$ cat config.mk
export PLATFORM = sky130hd
export DESIGN_NAME = mem_access_stage_flat
export DESIGN_NICKNAME = d
export VERILOG_FILES = /design/src/rtl/core_pkg.sv /design/src/rtl/mem_access_stage_if.sv /design/src/rtl/mem_access_stage_lat_counter.sv /design/src/rtl/mem_access_stage.sv /design/src/flat_wrapper.sv
export SDC_FILE = /design/constraint.sdc
export NUM_CORES = 1
export LEC_CHECK = 0
export CORE_MARGIN = 2
export CORE_UTILIZATION = 51
export DETAILED_ROUTE_END_ITERATION = 6
export GPL_TIMING_DRIVEN = 0
export PLACE_DENSITY = 0.87
export SKIP_CTS_REPAIR_TIMING = 1
export SLEW_MARGIN = 20
export SYNTH_ARGS = -nofsm -noshare
export SYNTH_HDL_FRONTEND = slang
export SYNTH_SLANG_ARGS = --single-unit
$ cat constraint.sdc
create_clock -name CLK -period 30.9 [get_ports CLK]
set_clock_uncertainty 0.1 [all_clocks]
set_input_delay 9.27 -clock CLK [delete_from_list [all_inputs] [get_ports CLK]]
set_output_delay 9.27 -clock CLK [all_outputs]
set_load 0.1 [all_outputs]
$ cat src/rtl/core_pkg.sv
// Shared definitions for the memory-access pipeline stage: FSM state
// encoding, latency limits and a saturating counter helper.
package core_pkg;

  typedef enum logic [1:0] {
    IDLE = 2'd0,
    WAIT = 2'd1,
    HOLD = 2'd2
  } mas_state_e;

  localparam int unsigned MEM_LATENCY_MAX = 15;
  localparam int unsigned LAT_CNT_WIDTH   = $clog2(MEM_LATENCY_MAX + 1);

  function automatic logic [31:0] sat_inc32(input logic [31:0] v);
    return (v == '1) ? v : v + 32'd1;
  endfunction

endpackage

$ cat src/rtl/mem_access_stage_if.sv
// Bundles the upstream handshake/payload, downstream handshake/payload and
// data-memory bus of mem_access_stage. slave = stage side, master = environment.
interface mem_access_stage_if #(
  parameter int unsigned PC_WIDTH   = 5,
  parameter int unsigned ADDR_WIDTH = 32,
  parameter int unsigned SB_WIDTH   = 40
);
  logic                  in_valid;
  logic                  in_ready;
  logic                  in_aorf_result;
  logic [31:0]           alu_result;
  logic [31:0]           fpu_result;
  logic [31:0]           store_data;
  logic                  mem_read;
  logic                  mem_write;
  logic [SB_WIDTH-1:0]   in_sb;
  logic [PC_WIDTH-1:0]   in_pc;
  logic [PC_WIDTH-1:0]   in_pc1;
  logic [PC_WIDTH-1:0]   in_pc2;

  logic [ADDR_WIDTH-1:0] mem_addr;
  logic [31:0]           mem_wdata;
  logic                  mem_we;
  logic                  mem_re;
  logic [31:0]           mem_rdata;

  logic                  out_valid;
  logic                  out_ready;
  logic [31:0]           out_result;
  logic [31:0]           out_read_data;
  logic [31:0]           out_store_data;
  logic [SB_WIDTH-1:0]   out_sb;
  logic [PC_WIDTH-1:0]   out_pc;
  logic [PC_WIDTH-1:0]   out_pc1;
  logic [PC_WIDTH-1:0]   out_pc2;

  modport slave (
    input  in_valid, in_aorf_result, alu_result, fpu_result, store_data,
           mem_read, mem_write, in_sb, in_pc, in_pc1, in_pc2,
           mem_rdata, out_ready,
    output in_ready, mem_addr, mem_wdata, mem_we, mem_re,
           out_valid, out_result, out_read_data, out_store_data,
           out_sb, out_pc, out_pc1, out_pc2
  );

  modport master (
    output in_valid, in_aorf_result, alu_result, fpu_result, store_data,
           mem_read, mem_write, in_sb, in_pc, in_pc1, in_pc2,
           mem_rdata, out_ready,
    input  in_ready, mem_addr, mem_wdata, mem_we, mem_re,
           out_valid, out_result, out_read_data, out_store_data,
           out_sb, out_pc, out_pc1, out_pc2
  );
endinterface

$ cat src/rtl/mem_access_stage_lat_counter.sv
// Load-latency down-counter: loadable, decrements toward zero, flags zero.
module mem_lat_counter
  import core_pkg::*;
#(
  parameter int unsigned WIDTH = LAT_CNT_WIDTH
) (
  input  logic             CLK,
  input  logic             reset,
  input  logic             load,
  input  logic [WIDTH-1:0] load_val,
  input  logic             dec,
  output logic             zero
);

  logic [WIDTH-1:0] count_q;

  // Counter register: load has priority, decrement stops at zero.
  always_ff @(posedge CLK or posedge reset) begin
    if (reset) begin
      count_q <= '0;
    end else if (load) begin
      count_q <= load_val;
    end else if (dec && (count_q != '0)) begin
      count_q <= count_q - WIDTH'(1);
    end
  end

  assign zero = (count_q == '0);

endmodule

$ cat src/rtl/mem_access_stage.sv
// Memory-access pipeline stage: selects ALU/FPU result as address, issues
// loads/stores to an external data memory, waits MEM_LATENCY cycles for load
// data and presents one registered result downstream with valid/ready.
// Optional macro MEM_ACCESS_PERF_EN adds perf_load_cnt / perf_stall_cnt.
module mem_access_stage
  import core_pkg::*;
#(
  parameter int unsigned PC_WIDTH    = 5,
  parameter int unsigned ADDR_WIDTH  = 32,
  parameter int unsigned SB_WIDTH    = 40,
  parameter int unsigned MEM_LATENCY = 2
) (
  input  logic CLK,
  input  logic reset,
  mem_access_stage_if.slave bus
`ifdef MEM_ACCESS_PERF_EN
  ,
  output logic [31:0] perf_load_cnt,
  output logic [31:0] perf_stall_cnt
`endif
);

  localparam logic [LAT_CNT_WIDTH-1:0] LAT_LOAD = LAT_CNT_WIDTH'(MEM_LATENCY - 1);

  mas_state_e state_q, state_d;

  logic [31:0] result;
  logic        in_ready;
  logic        accept;
  logic        take_direct;
  logic        take_pending;
  logic        capture;
  logic        cnt_load;
  logic        cnt_dec;
  logic        cnt_zero;

  logic                out_valid_q;
  logic [31:0]         out_result_q;
  logic [31:0]         out_read_data_q;
  logic [31:0]         out_store_data_q;
  logic [SB_WIDTH-1:0] out_sb_q;
  logic [PC_WIDTH-1:0] out_pc_q, out_pc1_q, out_pc2_q;

  logic [31:0]         pend_result_q;
  logic [31:0]         pend_store_data_q;
  logic [SB_WIDTH-1:0] pend_sb_q;
  logic [PC_WIDTH-1:0] pend_pc_q, pend_pc1_q, pend_pc2_q;

  assign result   = bus.in_aorf_result ? bus.fpu_result : bus.alu_result;
  assign in_ready = (state_q == IDLE) && (!out_valid_q || bus.out_ready);
  assign accept   = bus.in_valid && in_ready;

  // State register.
  always_ff @(posedge CLK or posedge reset) begin
    if (reset) begin
      state_q <= IDLE;
    end else begin
      state_q <= state_d;
    end
  end

  // Next-state and datapath steering; read wins when both mem_read and mem_write are set.
  always_comb begin
    state_d      = state_q;
    take_direct  = 1'b0;
    take_pending = 1'b0;
    capture      = 1'b0;
    cnt_load     = 1'b0;
    cnt_dec      = 1'b0;
    unique case (state_q)
      IDLE: begin
        if (accept) begin
          if (bus.mem_read) begin
            take_pending = 1'b1;
            cnt_load     = 1'b1;
            state_d      = WAIT;
          end else begin
            take_direct = 1'b1;
          end
        end
      end
      WAIT: begin
        if (cnt_zero) begin
          capture = 1'b1;
          state_d = HOLD;
        end else begin
          cnt_dec = 1'b1;
        end
      end
      HOLD: begin
        if (bus.out_ready) begin
          state_d = IDLE;
        end
      end
      default: state_d = IDLE;
    endcase
  end

  mem_lat_counter #(
    .WIDTH (LAT_CNT_WIDTH)
  ) u_lat_cnt (
    .CLK      (CLK),
    .reset    (reset),
    .load     (cnt_load),
    .load_val (LAT_LOAD),
    .dec      (cnt_dec),
    .zero     (cnt_zero)
  );

  // Pending payload for the single outstanding load.
  always_ff @(posedge CLK or posedge reset) begin
    if (reset) begin
      pend_result_q     <= '0;
      pend_store_data_q <= '0;
      pend_sb_q         <= '0;
      pend_pc_q         <= '0;
      pend_pc1_q        <= '0;
      pend_pc2_q        <= '0;
    end else if (take_pending) begin
      pend_result_q     <= result;
      pend_store_data_q <= bus.store_data;
      pend_sb_q         <= bus.in_sb;
      pend_pc_q         <= bus.in_pc;
      pend_pc1_q        <= bus.in_pc1;
      pend_pc2_q        <= bus.in_pc2;
    end
  end

  // Output register: a new word can replace a draining one in the same cycle.
  always_ff @(posedge CLK or posedge reset) begin
    if (reset) begin
      out_valid_q      <= 1'b0;
      out_result_q     <= '0;
      out_read_data_q  <= '0;
      out_store_data_q <= '0;
      out_sb_q         <= '0;
      out_pc_q         <= '0;
      out_pc1_q        <= '0;
      out_pc2_q        <= '0;
    end else if (take_direct) begin
      out_valid_q      <= 1'b1;
      out_result_q     <= result;
      out_store_data_q <= bus.store_data;
      out_sb_q         <= bus.in_sb;
      out_pc_q         <= bus.in_pc;
      out_pc1_q        <= bus.in_pc1;
      out_pc2_q        <= bus.in_pc2;
    end else if (capture) begin
      out_valid_q      <= 1'b1;
      out_result_q     <= pend_result_q;
      out_read_data_q  <= bus.mem_rdata;
      out_store_data_q <= pend_store_data_q;
      out_sb_q         <= pend_sb_q;
      out_pc_q         <= pend_pc_q;
      out_pc1_q        <= pend_pc1_q;
      out_pc2_q        <= pend_pc2_q;
    end else if (bus.out_ready) begin
      out_valid_q <= 1'b0;
    end
  end

  assign bus.in_ready       = in_ready;
  assign bus.mem_addr       = result[ADDR_WIDTH-1:0];
  assign bus.mem_wdata      = bus.store_data;
  assign bus.mem_re         = !reset && accept && bus.mem_read;
  assign bus.mem_we         = !reset && accept && bus.mem_write && !bus.mem_read;
  assign bus.out_valid      = out_valid_q;
  assign bus.out_result     = out_result_q;
  assign bus.out_read_data  = out_read_data_q;
  assign bus.out_store_data = out_store_data_q;
  assign bus.out_sb         = out_sb_q;
  assign bus.out_pc         = out_pc_q;
  assign bus.out_pc1        = out_pc1_q;
  assign bus.out_pc2        = out_pc2_q;

`ifdef MEM_ACCESS_PERF_EN
  // Saturating counters of accepted loads and downstream back-pressure cycles.
  always_ff @(posedge CLK or posedge reset) begin
    if (reset) begin
      perf_load_cnt  <= '0;
      perf_stall_cnt <= '0;
    end else begin
      if (take_pending) begin
        perf_load_cnt <= sat_inc32(perf_load_cnt);
      end
      if (out_valid_q && !bus.out_ready) begin
        perf_stall_cnt <= sat_inc32(perf_stall_cnt);
      end
    end
  end
`endif

endmodule

$ cat src/flat_wrapper.sv
// flat-port wrapper written by rule: the top's interface ports become plain ports
module mem_access_stage_flat import core_pkg::*;
#(
  parameter int unsigned PC_WIDTH    = 5,
  parameter int unsigned ADDR_WIDTH  = 32,
  parameter int unsigned SB_WIDTH    = 40,
  parameter int unsigned MEM_LATENCY = 2
)
  (CLK, reset, bus_in_valid, bus_in_aorf_result, bus_alu_result, bus_fpu_result, bus_store_data, bus_mem_read, bus_mem_write, bus_in_sb, bus_in_pc, bus_in_pc1, bus_in_pc2, bus_mem_rdata, bus_out_ready, bus_in_ready, bus_mem_addr, bus_mem_wdata, bus_mem_we, bus_mem_re, bus_out_valid, bus_out_result, bus_out_read_data, bus_out_store_data, bus_out_sb, bus_out_pc, bus_out_pc1, bus_out_pc2);
  mem_access_stage_if #(.PC_WIDTH(PC_WIDTH), .ADDR_WIDTH(ADDR_WIDTH), .SB_WIDTH(SB_WIDTH)) bus_i ();
  input  logic CLK;
  input  logic reset;
  input wire logic [$bits(bus_i.in_valid)-1:0] bus_in_valid;
  input wire logic [$bits(bus_i.in_aorf_result)-1:0] bus_in_aorf_result;
  input wire logic [$bits(bus_i.alu_result)-1:0] bus_alu_result;
  input wire logic [$bits(bus_i.fpu_result)-1:0] bus_fpu_result;
  input wire logic [$bits(bus_i.store_data)-1:0] bus_store_data;
  input wire logic [$bits(bus_i.mem_read)-1:0] bus_mem_read;
  input wire logic [$bits(bus_i.mem_write)-1:0] bus_mem_write;
  input wire logic [$bits(bus_i.in_sb)-1:0] bus_in_sb;
  input wire logic [$bits(bus_i.in_pc)-1:0] bus_in_pc;
  input wire logic [$bits(bus_i.in_pc1)-1:0] bus_in_pc1;
  input wire logic [$bits(bus_i.in_pc2)-1:0] bus_in_pc2;
  input wire logic [$bits(bus_i.mem_rdata)-1:0] bus_mem_rdata;
  input wire logic [$bits(bus_i.out_ready)-1:0] bus_out_ready;
  output wire logic [$bits(bus_i.in_ready)-1:0] bus_in_ready;
  output wire logic [$bits(bus_i.mem_addr)-1:0] bus_mem_addr;
  output wire logic [$bits(bus_i.mem_wdata)-1:0] bus_mem_wdata;
  output wire logic [$bits(bus_i.mem_we)-1:0] bus_mem_we;
  output wire logic [$bits(bus_i.mem_re)-1:0] bus_mem_re;
  output wire logic [$bits(bus_i.out_valid)-1:0] bus_out_valid;
  output wire logic [$bits(bus_i.out_result)-1:0] bus_out_result;
  output wire logic [$bits(bus_i.out_read_data)-1:0] bus_out_read_data;
  output wire logic [$bits(bus_i.out_store_data)-1:0] bus_out_store_data;
  output wire logic [$bits(bus_i.out_sb)-1:0] bus_out_sb;
  output wire logic [$bits(bus_i.out_pc)-1:0] bus_out_pc;
  output wire logic [$bits(bus_i.out_pc1)-1:0] bus_out_pc1;
  output wire logic [$bits(bus_i.out_pc2)-1:0] bus_out_pc2;
  assign bus_i.in_valid = bus_in_valid;
  assign bus_i.in_aorf_result = bus_in_aorf_result;
  assign bus_i.alu_result = bus_alu_result;
  assign bus_i.fpu_result = bus_fpu_result;
  assign bus_i.store_data = bus_store_data;
  assign bus_i.mem_read = bus_mem_read;
  assign bus_i.mem_write = bus_mem_write;
  assign bus_i.in_sb = bus_in_sb;
  assign bus_i.in_pc = bus_in_pc;
  assign bus_i.in_pc1 = bus_in_pc1;
  assign bus_i.in_pc2 = bus_in_pc2;
  assign bus_i.mem_rdata = bus_mem_rdata;
  assign bus_i.out_ready = bus_out_ready;
  assign bus_in_ready = bus_i.in_ready;
  assign bus_mem_addr = bus_i.mem_addr;
  assign bus_mem_wdata = bus_i.mem_wdata;
  assign bus_mem_we = bus_i.mem_we;
  assign bus_mem_re = bus_i.mem_re;
  assign bus_out_valid = bus_i.out_valid;
  assign bus_out_result = bus_i.out_result;
  assign bus_out_read_data = bus_i.out_read_data;
  assign bus_out_store_data = bus_i.out_store_data;
  assign bus_out_sb = bus_i.out_sb;
  assign bus_out_pc = bus_i.out_pc;
  assign bus_out_pc1 = bus_i.out_pc1;
  assign bus_out_pc2 = bus_i.out_pc2;
  mem_access_stage #(.PC_WIDTH(PC_WIDTH), .ADDR_WIDTH(ADDR_WIDTH), .SB_WIDTH(SB_WIDTH), .MEM_LATENCY(MEM_LATENCY)) u_core (.CLK(CLK), .reset(reset), .bus(bus_i));
endmodule
==> results of run 1 <==
metal layers:
layer	up-vias	track usage [%]	wire length [um]
met4	0	13.40	1770
met3	120	6.901	3516
met1	5670	40.68	16370
li1	4982	-	-
met5	-	0	0
met2	618	53.25	20500
cell usage after synthesis, drive strengths merged:
cell type	instances	area (um2)
nor2b	3	18.77
nand2	1	3.750
nand4	119	744.5
nand2b	2	12.51
clkbuf	85	319.1
a21o	1	7.510
o31ai	1	7.510
nand3	122	610.6
or2	1	6.260
ha	2	25.02
nor3	1	16.27
nor3b	1	12.51
mux2i	1	10.01
inv	122	457.9
a21oi	2	10.01
or3	3	18.77
buf	60	402.9
or4	1	7.510
mux2	183	2061
nor2	5	26.27
o311ai	119	1042
a311oi	1	8.760
dfrtp	277	6932
o21ai	3	15.01
and3	2	12.51
or3b	1	8.760
sequential cells by signal, indices dropped and copies added, names as in the netlist:
register and cells:
u_core.u_lat_cnt.count_q 4, u_core.pend_pc2_q 5, u_core.pend_pc_q 5, u_core.pend_store_data_q 32, u_core.bus.out_sb 40, u_core.bus.out_store_data 32, u_core.bus.out_pc1 5, u_core.bus.out_valid 1
u_core.bus.out_pc2 5, u_core.bus.out_pc 5, u_core.state_q 2, u_core.bus.out_result 32, u_core.pend_sb_q 40, u_core.pend_pc1_q 5, u_core.pend_result_q 32, u_core.bus.out_read_data 32
worst paths after layout:
| check | start | to | slack [ps] |
|---|---|---|---|
| setup / recovery | bus_in_valid | bus_mem_we | 8700 |
| hold / removal | u_core.pend_store_data_q[18] | u_core.pend_store_data_q[18] | 390 |
| setup reg to reg | u_core.u_lat_cnt.count_q[0] | u_core.bus.out_sb[5] | 28160 |
| hold reg to reg | u_core.pend_store_data_q[18] | u_core.pend_store_data_q[18] | 390 |
| max in group asynchronous | reset | u_core.bus.out_result[13] | 20610 |
| min in group asynchronous | reset | u_core.bus.out_store_data[20] | 9170 |
logic make-up after synthesis:
family | Yosys count | share of synthesized area, %
fa+ha+maj | 2 | 0.1955
mux | 184 | 16.18
buf+inv | 267 | 9.220
compound gates | 127 | 8.526
simple gates | 262 | 11.71
flops | 277 | 54.17
worst max-delay path: cells and delay by family:
family | cells | cell delay [ps]
buffers and inverters | 4 | 2740
AND/OR/NAND/NOR | 3 | 800
final cells by class:
type,instances,area share (%)
Clock buffer,41,4.587
Multi-Input combinational cell,575,25.56
Tap cell,324,2.212
Inverter,122,2.539
Sequential cell,277,37.82
Clock inverter,11,0.7782
Antenna cell,3,0.04096
Timing Repair Buffer,409,22.53
Buffer,145,3.939
stage by stage:
step	utilization, %	worst slack, ps	instances
6_report	74.93	8702	1907
5_1_grt	74.91	8561	1905
4_1_cts	74.90	8674	1904
3_5_place_dp	70.88	8752	1852
3_3_place_gp	70.63	1825	1850
2_1_floorplan	-	5117	1119
==> reports/metrics.cfg, run 1 <==
[placed_design]
post-dp-hpwl_um=29880
placement.cell_area_um2=17340
routabilityCongestion=0.9066
place.port_buffers=407

[clock_tree]
cts_tree=yes
cts_max_level=1
clock_insertion_delay_worst_skew_ps=550
clock_root_buffer=sky130_fd_sc_hd__clkbuf_16
worst_setup_hold_path_clk_slew_ps=60
tritoncts.num_buffers=29
clock-sinks=277
cts_buffer_depth=3

[cells_and_area]
areaGrowthSynthToFinish_pct=43.23
finish.net_count=1751
fillCellCount=1590
finish.instance_area_um2=18330
layout_common_cells=sky130_fd_sc_hd__clkdlybuf4s50_1 (407), sky130_fd_sc_hd__dfrtp_1 (277), sky130_fd_sc_hd__mux2_2 (139)
reg_area_um2=6932
multi_input_area_um2=4686
drive_above_1_share_pct=15.95
most_common_library_cell_in_the_layout_ignoring_fill_and_taps=sky130_fd_sc_hd__clkdlybuf4s50_1

[critical_path]
worst_path_class_setup=primary input to output pin
critical_path_peak_fanout=10
timing.critical_path.cells=clkdlybuf4s50_1, nor2b_1, and3_1, clkbuf_1, clkbuf_1, and3_1, clkdlybuf4s50_1
critPathRequiredTime_ps=21530
critical_path.slowest_cell=sky130_fd_sc_hd__clkdlybuf4s50_1
worstRegToRegCells=7
cpPeakStageDelay_ps=1170
crit_end_element=output pin
data_arrival_time_of_the_critical_path_ps=12830
critPathLaunchType=primary input

[timing]
slew_headroom_pct=28.19
setup_repair_after_global_routing_missed_its_margin=false
max_freq_ghz=0.04505
final_min_period_over_clock_period_pct=71.84
min_period_ps=22200
timing.final.max_slew_violations=0
timing.hold.ws_ps=392.2
finalHoldViolations=0
totalNegativeSetupSlack_ps=0
setup_viol_count_final=0
tightest_slew_ps=1074

[routing]
antenna_left=0
via_per_inst=5.973
vias=11390
postRouteWirelength_um=42150
drt_drc_violations_left=0
wl_per_cell_um=22.10
detail_route.first_pass.iterations=7
iteration_0_drc_count_of_the_detailed_router=1074

[global_route]
first_global_vias=11830
grt_antenna_before_repair=1
wire_length_of_the_first_global_routing_pass_um=66700
grt_use_total_pct=31.94
global_route.overflow_total=0
pin_count_of_the_biggest_net_entering_global_routing=107

[floorplan]
start_util_pct=52.31
die_area_um2=26380
chipHeight_um=162.4
boundaryPins=409
core_area_um2=24460
fp-row-count=57
die_x_um=162.4

[min_path]
hold-path-cell-count=1
timing.hold.worst.class=flop to flop

[synth]
syn-instance-count=1119
synth.net_count=1311
yosysWarningCount=0
postSynthAreaPerCell_um2=11.44
synthesis.area_um2=12800
synth-seq-cells=277
seq_area_frac_synth_pct=54.17
ys_types=30

[run]
drv_cap=0

[status]
run_status=finished, final reports clean

Power of run 1 is not shown: default switching activity piles up to over one toggle a cycle in this logic, so the estimate is an artifact.
==> inputs of run 2 (changes only) <==
--- a/config.mk
+++ b/config.mk
@@ -6,10 +6,10 @@
 export NUM_CORES = 1
 export LEC_CHECK = 0
 export CORE_MARGIN = 2
-export CORE_UTILIZATION = 51
+export CORE_UTILIZATION = 42
 export DETAILED_ROUTE_END_ITERATION = 6
 export GPL_TIMING_DRIVEN = 0
-export PLACE_DENSITY = 0.87
+export PLACE_DENSITY = 0.77
 export SKIP_CTS_REPAIR_TIMING = 1
 export SLEW_MARGIN = 20
 export SYNTH_ARGS = -nofsm -noshare
==> constraint.sdc (replaced) <==
create_clock -name CLK -period 18.73 [get_ports CLK]
set_clock_uncertainty 0.1 [all_clocks]
set_input_delay 5.619 -clock CLK [delete_from_list [all_inputs] [get_ports CLK]]
set_output_delay 5.619 -clock CLK [all_outputs]
set_load 0.1 [all_outputs]
==> run 2 against run 1 <==
  * Register-to-register slack lost 12000 ps
  * Final cell count grew 3.7%
  * Core utilization shrank 13 points
  * Largest cell class unchanged
  * Clock-buffer cell count shrank 2
==> reports/metrics.cfg, run 2 (same netlist as run 1, synthesis figures left out) <==
[timing]
setup_viol_count_final=0  ; unchanged
setup_repair_after_global_routing_missed_its_margin=false
finalHoldViolations=0  ; unchanged
final_min_period_over_clock_period_pct=79.15
timing.final.max_slew_violations=0  ; unchanged
min_period_ps=14820
slew_headroom_pct=23.11  ; -5.1 points
tightest_slew_ps=1150  ; +75.97 ps
totalNegativeSetupSlack_ps=0  ; unchanged
max_freq_ghz=0.06746

[routing]
dr.max_layer_used=met4
met1_wire_length_um=17260  ; +5.4%
wl_per_cell_um=21.51  ; -2.7%
vias=11280  ; -1.0%
detail_route.first_pass.iterations=5  ; -2
drt_drc_violations_left=0  ; unchanged
iteration_0_drc_count_of_the_detailed_router=871  ; -19%
met2_wirelength_um=20310  ; -0.90%
antenna_left=0  ; unchanged
via_per_inst=5.703  ; -4.5%
postRouteWirelength_um=42520  ; +0.87%
met3_wirelength_um=3470  ; -1.3%

[critical_path]
critPathRequiredTime_ps=13010  ; -8520 ps
cp_num_buf_inv=4  ; unchanged
worst_path_class_setup=primary input to output pin
critical_path_peak_fanout=10  ; unchanged
critPathTopFamily=buffers and inverters
worstRegToRegCells=7  ; unchanged
timing.critical_path.cells=clkdlybuf4s50_1, nor2b_1, and3_1, clkbuf_1, clkbuf_1, and3_1, clkdlybuf4s50_1
r2r-start=u_core.u_lat_cnt.count_q[0]
worst_r2r_endpoint=u_core.bus.out_sb[2]
critPathLaunchType=primary input
crit_end_element=output pin
crit_start=bus_in_valid
cpPeakStageDelay_ps=1140  ; -30 ps
worst_case_register_to_register_setup_slack_ps=15850  ; -12310 ps
critical_path.slowest_cell=sky130_fd_sc_hd__clkdlybuf4s50_1
data_arrival_time_of_the_critical_path_ps=9110  ; -3720 ps

[clock_tree]
clock-sinks=277  ; unchanged
cts_tree=yes
clock_insertion_delay_worst_skew_ps=540  ; about the same
worst_setup_hold_path_clk_slew_ps=60  ; about the same
cts_max_level=1  ; unchanged
tritoncts.num_buffers=29  ; unchanged
cts_buffer_depth=3  ; unchanged
clock_root_buffer=sky130_fd_sc_hd__clkbuf_16

[floorplan]
fp-row-count=63  ; +11%
boundaryPins=409  ; unchanged
die_x_um=178.6  ; +9.9%
chipHeight_um=178.6  ; +9.9%
start_util_pct=42.95  ; -9.4 points
die_area_um2=31880  ; +21%
core_area_um2=29800  ; +22%

[run]
drv_cap=0  ; unchanged

[global_route]
grt_use_total_pct=26.56  ; -5.4 points
global_route.overflow_total=0  ; unchanged
first_global_vias=11480  ; -2.9%
grt_antenna_before_repair=2  ; +1
wire_length_of_the_first_global_routing_pass_um=65960  ; -1.1%
pin_count_of_the_biggest_net_entering_global_routing=79  ; -26%

[cells_and_area]
most_common_library_cell_in_the_layout_ignoring_fill_and_taps=sky130_fd_sc_hd__clkdlybuf4s50_1
areaGrowthSynthToFinish_pct=44.37
drive_above_1_share_pct=15.93  ; -0.020 points
final_cell_count_no_fill=1977  ; +3.7%
finish.net_count=1752  ; +0.057%
finish.instance_area_um2=18480  ; +0.79%
layout_common_cells=sky130_fd_sc_hd__clkdlybuf4s50_1 (407), sky130_fd_sc_hd__dfrtp_1 (277), sky130_fd_sc_hd__mux2_2 (139)
fillCellCount=2403  ; +51%

[min_path]
min_from=u_core.pend_result_q[30]
hold_end=u_core.pend_result_q[30]
hold-path-cell-count=1  ; unchanged
timing.hold.worst.class=flop to flop

[status]
run_status=finished, final reports clean

[placed_design]
post-dp-hpwl_um=29940  ; +0.22%
place.port_buffers=407  ; unchanged
routabilityCongestion=0.8184  ; -9.7%
placement.cell_area_um2=17450  ; +0.63%
dp.cells=1919  ; +3.6%

==> run 2: changes by cell type in the layout (fill, tap and decap cells not counted), moves of 2 or more <==
cell / before / now
sky130_fd_sc_hd__clkbuf_8: 7 / 3
sky130_fd_sc_hd__clkinv_2: 4 / 8
sky130_fd_sc_hd__clkbuf_1: 90 / 92
sky130_fd_sc_hd__diode_2: 3 / 5
sky130_fd_sc_hd__clkinvlp_4: 2 / 0
sky130_fd_sc_hd__bufinv_16: 3 / 6
==> run 2: worst register-to-register path: cells and delay by family (launching register included) <==
kind / cells / cell delay, ps
adders and majority gates: 1 / 160
buffers and inverters: 3 / 1360
and+or+nand+nor: 2 / 620
AOI/OAI and AO/OA: 1 / 130
DFF: 1 / 400
==> run 2: final cells by class <==
type / count / area [um2] / share of cell area (%)
clock inverters: 14 / 220.2 / 1.192
clock buffers: 39 / 793.3 / 4.294
well taps: 390 / 488.0 / 2.641
plain buffers: 145 / 721.9 / 3.908
repair buffers: 410 / 4156 / 22.50
multi-input cells: 575 / 4686 / 25.36
inverters: 122 / 465.4 / 2.519
diodes: 5 / 12.51 / 0.06772
flip-flops and latches: 277 / 6932 / 37.52
==> run 2: per-stage QoR <==
stage	hold slack [ps]	setup WS [ps]	utilization (%)
2_1_floorplan	357.7	248.7	-
3_3_place_gp	366.7	-3122	58.26
3_5_place_dp	374.3	3940	58.56
4_1_cts	390.0	3892	61.96
5_1_grt	394.6	3728	61.98
6_report	386.4	3906	62.01
==> run 2: worst max path at each step <==
stage,cells past startpoint,endpoint
3_5_place_dp,7,bus_mem_we
2_1_floorplan,2,bus_mem_we
6_report,7,bus_mem_we
5_1_grt,7,bus_mem_we
4_1_cts,7,bus_mem_we
3_3_place_gp,4,bus_mem_we
==> run 2: metal layers <==
metal | GRT usage (%) | vias to the layer above
met4 | 9.722 | 0
met3 | 5.712 | 84
li1 | - | 4989
met2 | 42.92 | 538
met5 | 0 | -
met1 | 35.24 | 5664
Power of run 2 is left out for the same reason.
==> inputs of run 3 (changes only) <==
==> constraint.sdc (replaced) <==
create_clock -name CLK -period 12.9 [get_ports CLK]
set_clock_uncertainty 0.1 [all_clocks]
set_input_delay 3.87 -clock CLK [delete_from_list [all_inputs] [get_ports CLK]]
set_output_delay 3.87 -clock CLK [all_outputs]
set_load 0.1 [all_outputs]
==> run 3 against run 2 <==
  * Register-to-register slack got worse by 5700 ps
  * Critical path depth unchanged
  * Sequential share of layout area decreased by 0.096 points
  * Global-route usage decreased by 0.63 points
  * Die area unchanged
  * First-iteration DRC count decreased by 18%
  * Setup slack got worse by 2200 ps
  * Core utilization increased by 0.16 points
  * Largest cell class unchanged
==> reports/metrics.cfg, run 3 (same netlist as run 1, synthesis figures left out) <==
[timing]
timing.final.max_slew_violations=0  ; unchanged
max_freq_ghz=0.08914
slew_headroom_pct=27.13  ; +4.0 points
min_period_ps=11220
final_critical_path_setup_slack_ps=1681  ; -2224 ps
setup_viol_count_final=0  ; unchanged
timing.hold.ws_ps=386.2  ; -0.2350 ps
setup_repair_after_global_routing_missed_its_margin=false
finalHoldViolations=0  ; unchanged
tightest_slew_ps=1090  ; -60.02 ps
final_min_period_over_clock_period_pct=86.97

[cells_and_area]
utilization_pct=62.17  ; +0.16 points
areaGrowthSynthToFinish_pct=44.74
fillCellCount=2364  ; -1.6%
drive_above_1_share_pct=16.25  ; +0.32 points
layout_common_cells=sky130_fd_sc_hd__clkdlybuf4s50_1 (407), sky130_fd_sc_hd__dfrtp_1 (277), sky130_fd_sc_hd__mux2_2 (139)
most_common_library_cell_in_the_layout_ignoring_fill_and_taps=sky130_fd_sc_hd__clkdlybuf4s50_1
finish.net_count=1759  ; +0.40%

[floorplan]
die_x_um=178.6  ; unchanged
chipHeight_um=178.6  ; unchanged
boundaryPins=409  ; unchanged
die_area_um2=31880  ; unchanged
fp-row-count=63  ; unchanged
start_util_pct=42.95  ; unchanged
core_area_um2=29800  ; unchanged

[clock_tree]
cts_tree=yes
worst_setup_hold_path_clk_slew_ps=60  ; about the same
clock-sinks=277  ; unchanged
clock_root_buffer=sky130_fd_sc_hd__clkbuf_16
cts_buffer_depth=3  ; unchanged
cts_max_level=1  ; unchanged
clock_insertion_delay_worst_skew_ps=550  ; about the same
tritoncts.num_buffers=30  ; +3.4%

[critical_path]
critPathRequiredTime_ps=8930  ; -4080 ps
critical_path.slowest_cell=sky130_fd_sc_hd__clkdlybuf4s50_1
timing.critical_path.cells=clkdlybuf4s50_1, nor2b_1, and3_1, clkbuf_1, clkbuf_1, and3_1, clkdlybuf4s50_1
cpPeakStageDelay_ps=1130  ; about the same
cp_num_buf_inv=4  ; unchanged
data_arrival_time_of_the_critical_path_ps=7250  ; -1860 ps
critPathTopFamily=buffers and inverters
critical_path_peak_fanout=10  ; unchanged
critPathLaunchType=primary input
crit_end_element=output pin
worst_path_class_setup=primary input to output pin

[routing]
detail_route.first_pass.iterations=5  ; unchanged
vias=11160  ; -1.0%
iteration_0_drc_count_of_the_detailed_router=714  ; -18%
antenna_left=0  ; unchanged
postRouteWirelength_um=41750  ; -1.8%
wl_per_cell_um=21.09  ; -2.0%
drt_drc_violations_left=0  ; unchanged
via_per_inst=5.635  ; -1.2%

[min_path]
timing.hold.worst.class=flop to flop

[global_route]
grt_antenna_before_repair=3  ; +1
grt_use_total_pct=25.93  ; -0.63 points
use_met3_pct=6.138  ; +0.43 points
grtUsageMet1_pct=32.86  ; -2.4 points
pin_count_of_the_biggest_net_entering_global_routing=35  ; -56%
global_route.overflow_total=0  ; unchanged
wire_length_of_the_first_global_routing_pass_um=64670  ; -2.0%
grt_busiest_layer=met2
first_global_vias=11560  ; +0.68%
global_route.usage.met2_pct=44.22  ; +1.3 points

[placed_design]
post-dp-hpwl_um=30220  ; +0.93%
routabilityCongestion=0.8843  ; +8.1%
place.port_buffers=407  ; unchanged
post-place-ws_ps=1647  ; -2292 ps

[status]
run_status=finished, final reports clean

[run]
drv_cap=0  ; unchanged

[run 3: changes by cell type in the layout (fill, tap and decap cells not counted), sizes merged]
cell / previous run / this run
buf: 63 / 69
bufinv: 6 / 1
clkbuf: 124 / 131
clkinv: 8 / 5
clkinvlp: 0 / 2
diode: 5 / 2
inv: 122 / 121
[run 3: path summary, 6_finish.rpt]
path                                         startpoint                            end  slack (ps)  depth (start not counted)
max in group asynchronous                         reset           u_core.bus.out_sb[8]        8240                          5
max                                        bus_in_valid                     bus_mem_we        1680                          7
min reg2reg                u_core.pend_store_data_q[14]   u_core.pend_store_data_q[14]         390                          1
min in group asynchronous                         reset  u_core.bus.out_store_data[24]        3540                          2
max reg2reg                 u_core.u_lat_cnt.count_q[0]           u_core.bus.out_sb[2]       10110                          7
min                        u_core.pend_store_data_q[14]   u_core.pend_store_data_q[14]         390                          1
[run 3: through the flow]
step / setup TNS, ps / cell area (um2) / std cells
3_3_place_gp: -2903 / 17360 / 1916
4_1_cts: 0 / 18520 / 1978
5_1_grt: 0 / 18520 / 1980
2_1_floorplan: 0 / 12800 / 1119
6_report: 0 / 18520 / 1980
3_5_place_dp: 0 / 17540 / 1925
[run 3: routing by layer]
layer | share of wire [%] | up-vias
met2 | 49 | 470
li1 | - | 4995
met3 | 7.9 | 85
met5 | 0 | -
met4 | 2.9 | 0
met1 | 40 | 5608
[run 3: layout make-up]
cell class                      count  area, um2  share of cell area (%)
Buffer                            145      721.9                   3.898
Tap cell                          390      488.0                   2.634
Timing Repair Buffer              416       4254                   22.97
Antenna cell                        2      5.005                 0.02702
Multi-Input combinational cell    575       4686                   25.30
Clock inverter                      7      62.56                  0.3377
Clock buffer                       46      912.1                   4.924
Inverter                          122      461.7                   2.493
Sequential cell                   277       6932                   37.42
Power of run 3 is left out for the same reason.
